==> config.mk <==
export PLATFORM = sky130hd
export DESIGN_NAME = gcd_host
export DESIGN_NICKNAME = d
export VERILOG_FILES = /design/src/rtl/gcd_host.sv
export SDC_FILE = /design/constraint.sdc
export NUM_CORES = 1
export LEC_CHECK = 0
export BUFFER_PORTS_ARGS = -buffer_cell sky130_fd_sc_hd__buf_2
export CORE_MARGIN = 2
export CORE_UTILIZATION = 40
export DETAILED_ROUTE_END_ITERATION = 10
export PLACE_DENSITY = 0.76
export SLEW_MARGIN = 15
export SYNTH_ARGS = -nofsm -noshare
export SYNTH_HDL_FRONTEND = slang
export SYNTH_SLANG_ARGS = --single-unit
==> constraint.sdc <==
create_clock -name clk -period 2.6 [get_ports clk]
set_input_delay 0.13 -clock clk [delete_from_list [all_inputs] [get_ports clk]]
set_output_delay 0.13 -clock clk [all_outputs]
set_load 0.05 [all_outputs]
==> src/rtl/gcd_host.sv <==
// Command-side sequencer for a two-phase-loaded GCD engine, with valid/ready streams in and out.
// Define GCD_TIMEOUT_EN to abort jobs whose engine does not finish within TIMEOUT WAIT cycles.
module gcd_host #(
  parameter int unsigned WIDTH   = 16,
  parameter int unsigned TIMEOUT = 1024
) (
  input  logic             clk,
  input  logic             rst,
  input  logic             in_valid,
  output logic             in_ready,
  input  logic [WIDTH-1:0] in_a,
  input  logic [WIDTH-1:0] in_b,
  output logic             out_valid,
  input  logic             out_ready,
  output logic [WIDTH-1:0] out_gcd,
  output logic             out_err,
  output logic             eng_rst,
  output logic             eng_start,
  output logic [WIDTH-1:0] eng_data,
  input  logic             eng_done,
  input  logic [WIDTH-1:0] eng_result,
  output logic             busy
);

  typedef enum logic [2:0] {
    StIdle,
    StLoadA,
    StLoadB,
    StWait,
    StClr,
    StResp
  } state_e;

  state_e           state;
  logic             rdy_q;
  logic             clr_q;
  logic [WIDTH-1:0] b_q;

`ifdef GCD_TIMEOUT_EN
  localparam int unsigned CntW = $clog2(TIMEOUT) + 1;
  localparam logic [CntW-1:0] CntMax = CntW'(TIMEOUT - 1);

  logic [CntW-1:0] cnt_q;
  logic            err_q;
`endif

  always_ff @(posedge clk) begin
    if (rst) begin
      state     <= StIdle;
      rdy_q     <= 1'b1;
      clr_q     <= 1'b0;
      out_valid <= 1'b0;
      out_gcd   <= '0;
      eng_start <= 1'b0;
      eng_data  <= '0;
      b_q       <= '0;
`ifdef GCD_TIMEOUT_EN
      cnt_q     <= '0;
      err_q     <= 1'b0;
`endif
    end else begin
      eng_start <= 1'b0;
      eng_data  <= '0;
      clr_q     <= 1'b0;
      unique case (state)
        StIdle: begin
          if (in_valid) begin
            b_q   <= in_b;
            rdy_q <= 1'b0;
            // A zero operand never reaches the engine: gcd(x,0)=x, gcd(0,0)=0.
            if (in_a == '0 || in_b == '0) begin
              out_gcd   <= in_a | in_b;
              out_valid <= 1'b1;
              state     <= StResp;
            end else begin
              eng_start <= 1'b1;
              eng_data  <= in_a;
              state     <= StLoadA;
            end
          end
        end
        StLoadA: begin
          eng_data <= b_q;
          state    <= StLoadB;
        end
        StLoadB: begin
`ifdef GCD_TIMEOUT_EN
          cnt_q <= '0;
`endif
          state <= StWait;
        end
        StWait: begin
          if (eng_done) begin
            out_gcd <= eng_result;
            clr_q   <= 1'b1;
            state   <= StClr;
          end
`ifdef GCD_TIMEOUT_EN
          else if (cnt_q == CntMax) begin
            out_gcd <= '0;
            err_q   <= 1'b1;
            clr_q   <= 1'b1;
            state   <= StClr;
          end else begin
            cnt_q <= cnt_q + 1'b1;
          end
`endif
        end
        StClr: begin
          out_valid <= 1'b1;
          state     <= StResp;
        end
        StResp: begin
          if (out_ready) begin
            out_valid <= 1'b0;
            rdy_q     <= 1'b1;
            state     <= StIdle;
`ifdef GCD_TIMEOUT_EN
            err_q     <= 1'b0;
`endif
          end
        end
        default: begin
          state <= StIdle;
        end
      endcase
    end
  end

  // Host reset also resets the engine; in_ready is masked during reset.
  assign in_ready = rdy_q & ~rst;
  assign eng_rst  = clr_q | rst;
  assign busy     = (state != StIdle);

`ifdef GCD_TIMEOUT_EN
  assign out_err = err_q;
`else
  assign out_err = 1'b0;
`endif

endmodule

==> flow_metrics.env <==
export IMPL_cpPeakStageDelay_ps=650
export IMPL_clock_skews_ps=8.335
export IMPL_floorplan_initialDensity=0.4128
export IMPL_post_drt_wl_per_cell_um=15.71
export IMPL_design_die_area_um2=7217
export IMPL_worstReg2RegStart="state[0]"
export IMPL_drt_initial_drc_count=208
export IMPL_placement_io_buffers=89
export IMPL_remaining_drc_errors=0
export IMPL_p_sw_mw=0.6953
export IMPL_ant_nets=0
export IMPL_path_max_fanout=16
export IMPL_worstPathArrival_ps=2220
export IMPL_power_share_combinational=0.252
export IMPL_synth_top_cell_area_share=0.4200
export IMPL_h_tree_depth=2
export IMPL_cts_buffers_inserted=5
export IMPL_root_buffer="clkbuf_8"
export IMPL_hold_path_class="input pin to flip-flop"
export IMPL_nets=441
export IMPL_synth_top_cells_by_count="55 x a21oi_1, 55 x dfxtp_1, 49 x nand2_1"
export IMPL_holdBufCountCts=0
export IMPL_part_of_the_total_power_dissipated_in_the_clock_network=0.287
export IMPL_grt_overflow_total=0
export IMPL_layout_overhead_on_the_synthesized_area_pct=20.14
export IMPL_cpMaxStageDelayCell="dfxtp_1"
export IMPL_setup_violations_final=0
export IMPL_ctsResizeCount=0
export IMPL_first_global_vias=2349
export IMPL_relative_contribution_of_sequential_cells_to_total_power=0.461
export IMPL_synth_flop_cell="dfxtp_1"
export IMPL_netlist_cell_type_count=45
export IMPL_tns_ps=0
export IMPL_whs_path_depth=2
export IMPL_detail_route_vias_per_cell=5.564
export IMPL_die_height_um=84.95
export IMPL_post_place_ws_ps=630.8
export IMPL_critical_path_endpoint_type="flip-flop"
export IMPL_synthesis_area_per_instance_um2=8.483
export IMPL_clock_fmax_ghz=0.4954
export IMPL_cts_tree="done"
export IMPL_core_region_area_um2=6350
export IMPL_synth_area_top_cells="dfxtp_1 42%, a21oi_1 11%, nand2_1 7.0%"
export IMPL_final_layout_size_suffix_gt1_frac=0.3213
export IMPL_postSynth_asyncResetShare=0
export IMPL_number_of_antenna_violations_at_the_first_check_in_global_routing=0
export IMPL_number_of_synthesized_flops_with_an_enable_pin=0
export IMPL_internal_power_mw=1.392
export IMPL_slew_violations=0
export IMPL_clk_pin_slew_ps=100
export IMPL_result_of_the_run="finished clean"
export IMPL_postLayoutSetupSlackWorst_ps=581.4
export IMPL_period_minus_slack_ps=2019
export IMPL_mappedNetlistArea_um2=2621
export IMPL_routed_via_count=2593
export IMPL_clock_path_buffers=2
export IMPL_num_rows=29
export IMPL_timing_worst_setup_path_type="flip-flop to flip-flop"
export IMPL_powerDensity_nw_per_um2=662.7
export IMPL_yosys_warnings=0
export IMPL_seq_cells_post_synth=55
export IMPL_timing_max_cap_violations=0
export IMPL_r2r_worst_path_cells=4
export IMPL_leakagePower_nw=1.376
export IMPL_crit_reg2reg_capture="out_gcd[4]"
export IMPL_critical_path_startpoint_type="flip-flop"
export IMPL_holdWs_ps=61.64
export IMPL_drt_first_pass_iters=4
export IMPL_wire_length_of_the_first_global_routing_pass_um=11610
export IMPL_final_period_utilization=0.7764
export IMPL_multiInputGateArea_um2=1303
export IMPL_synthCells=309
export IMPL_regToRegSetupSlack_ps=580
export IMPL_global_route_usage_total=0.2003
export IMPL_critical_path_startpoint="state[0]"
export IMPL_postSynthNetCount=362
export IMPL_sequential_area_um2=1101
export IMPL_clock_sinks=55
export IMPL_worstSetupEndpoint="out_gcd[4]"
export IMPL_post_cts_setup_buffer_count=0
export IMPL_worstPathRequired_ps=2800
export IMPL_finalPower_mw=2.087
export IMPL_finalHoldViolations=0
export IMPL_weighted_congestion_reported_at_the_end_of_routability_driven_placement=0.8589
export IMPL_place_hpwl_um=5312
export IMPL_ios=91
export IMPL_n_fill_cell=604
export IMPL_sw_frac_of_total=0.3331
export IMPL_worst_slew_pin_slew_ps=606.8
export IMPL_synth_sequential_area_ratio=0.4200
export IMPL_detailed_route_wl_um=7322
export IMPL_crit_path_cell_trace="and4b_1, nor2_4, and3_1, a221o_2"
export IMPL_power_ir_vdd_worst_uv=371.5
export IMPL_clock_latency_on_the_worst_skew_pair_ps=300
export IMPL_library_cell_with_the_largest_summed_area_after_synthesis="dfxtp_1"
export IMPL_num_antenna_cells=0
export IMPL_max_slew_margin_rel=0.5955
export IMPL_grt_max_degree=33
export IMPL_dieWidth_um=84.95
export IMPL_grt_setup_unrepaired="no"
-- power groups by stage --
| stage | clock (mW) | combinational (mW) | sequential, mW |
|---|---|---|---|
| 2_1_floorplan | 0 | 0.261 | 1.10 |
| 3_3_place_gp | 0 | 0.518 | 0.976 |
| 3_5_place_dp | 0 | 0.524 | 0.980 |
| 4_1_cts | 0.611 | 0.526 | 0.961 |
| 5_1_grt | 0.649 | 0.562 | 0.972 |
| 6_report | 0.600 | 0.526 | 0.961 |
-- layout by cell type, fill, tap and decap left out, types with 4 or more instances in the layout --
cell type,n
dfxtp_1,55
nor4_1,4
a21oi_1,55
a221o_1,12
nor2_1,37
nor4_2,4
nand3_1,16
nand2b_1,4
buf_2,89
nand2_1,49
buf_4,10
a22o_1,16
clkbuf_8,6
-- cell families (layout without fill, tap and decap cells) --
family	Yosys count	count (layout)	synth area share
and+or+nand+nor	129	129	0.2492
AOI/OAI and AO/OA	95	95	0.2463
DFF	55	55	0.4200
buffers and inverters	29	109	0.08306
other	1	1	0.001431
-- worst max-delay path: cells and delay by family (launching register included) --
family          cells  cell delay [ps]
compound gates      1              470
flops               1              650
simple gates        3              790
-- through the flow --
stage | utilization | area (um^2) | std cells
floorplan | - | 2621 | 309
global placement | 0.4768 | 3028 | 458
detailed placement | 0.4768 | 3028 | 458
CTS | 0.4960 | 3149 | 466
global route | 0.4960 | 3149 | 466
finish | 0.4960 | 3149 | 466
-- sequential cells by signal, summed over array words and instances (netlist names) --
| name | count |
|---|---|
| clr_q | 1 |
| b_q | 16 |
| eng_start | 1 |
| eng_data | 16 |
| rdy_q | 1 |
| out_valid | 1 |
| out_gcd | 16 |
| state | 3 |
-- worst min path at each step --
stage / startpoint / endpoint / slack, ps
final: eng_done / state[1] / 60
after global routing: eng_done / state[1] / 60
after CTS: eng_done / state[1] / 50
after detailed placement: eng_done / state[1] / 390
after global placement: eng_done / state[1] / 380
after floorplan: eng_done / state[1] / 240
-- layout make-up --
type,count,area share
Clock buffer,6,0.02622
Sequential cell,55,0.3496
Clock inverter,2,0.01232
Tap cell,77,0.03059
Inverter,2,0.002384
Timing Repair Buffer,99,0.1653
Multi-Input combinational cell,225,0.4136
-- routing by layer --
layer  share of wire  up-vias  track usage
li1                -     1263            -
met4           0.013        0      0.05483
met2            0.46      122       0.3217
met1            0.42     1199       0.2663
met3            0.10        9      0.05350
met5               0        -            0
(Power assumes the default switching activity.)
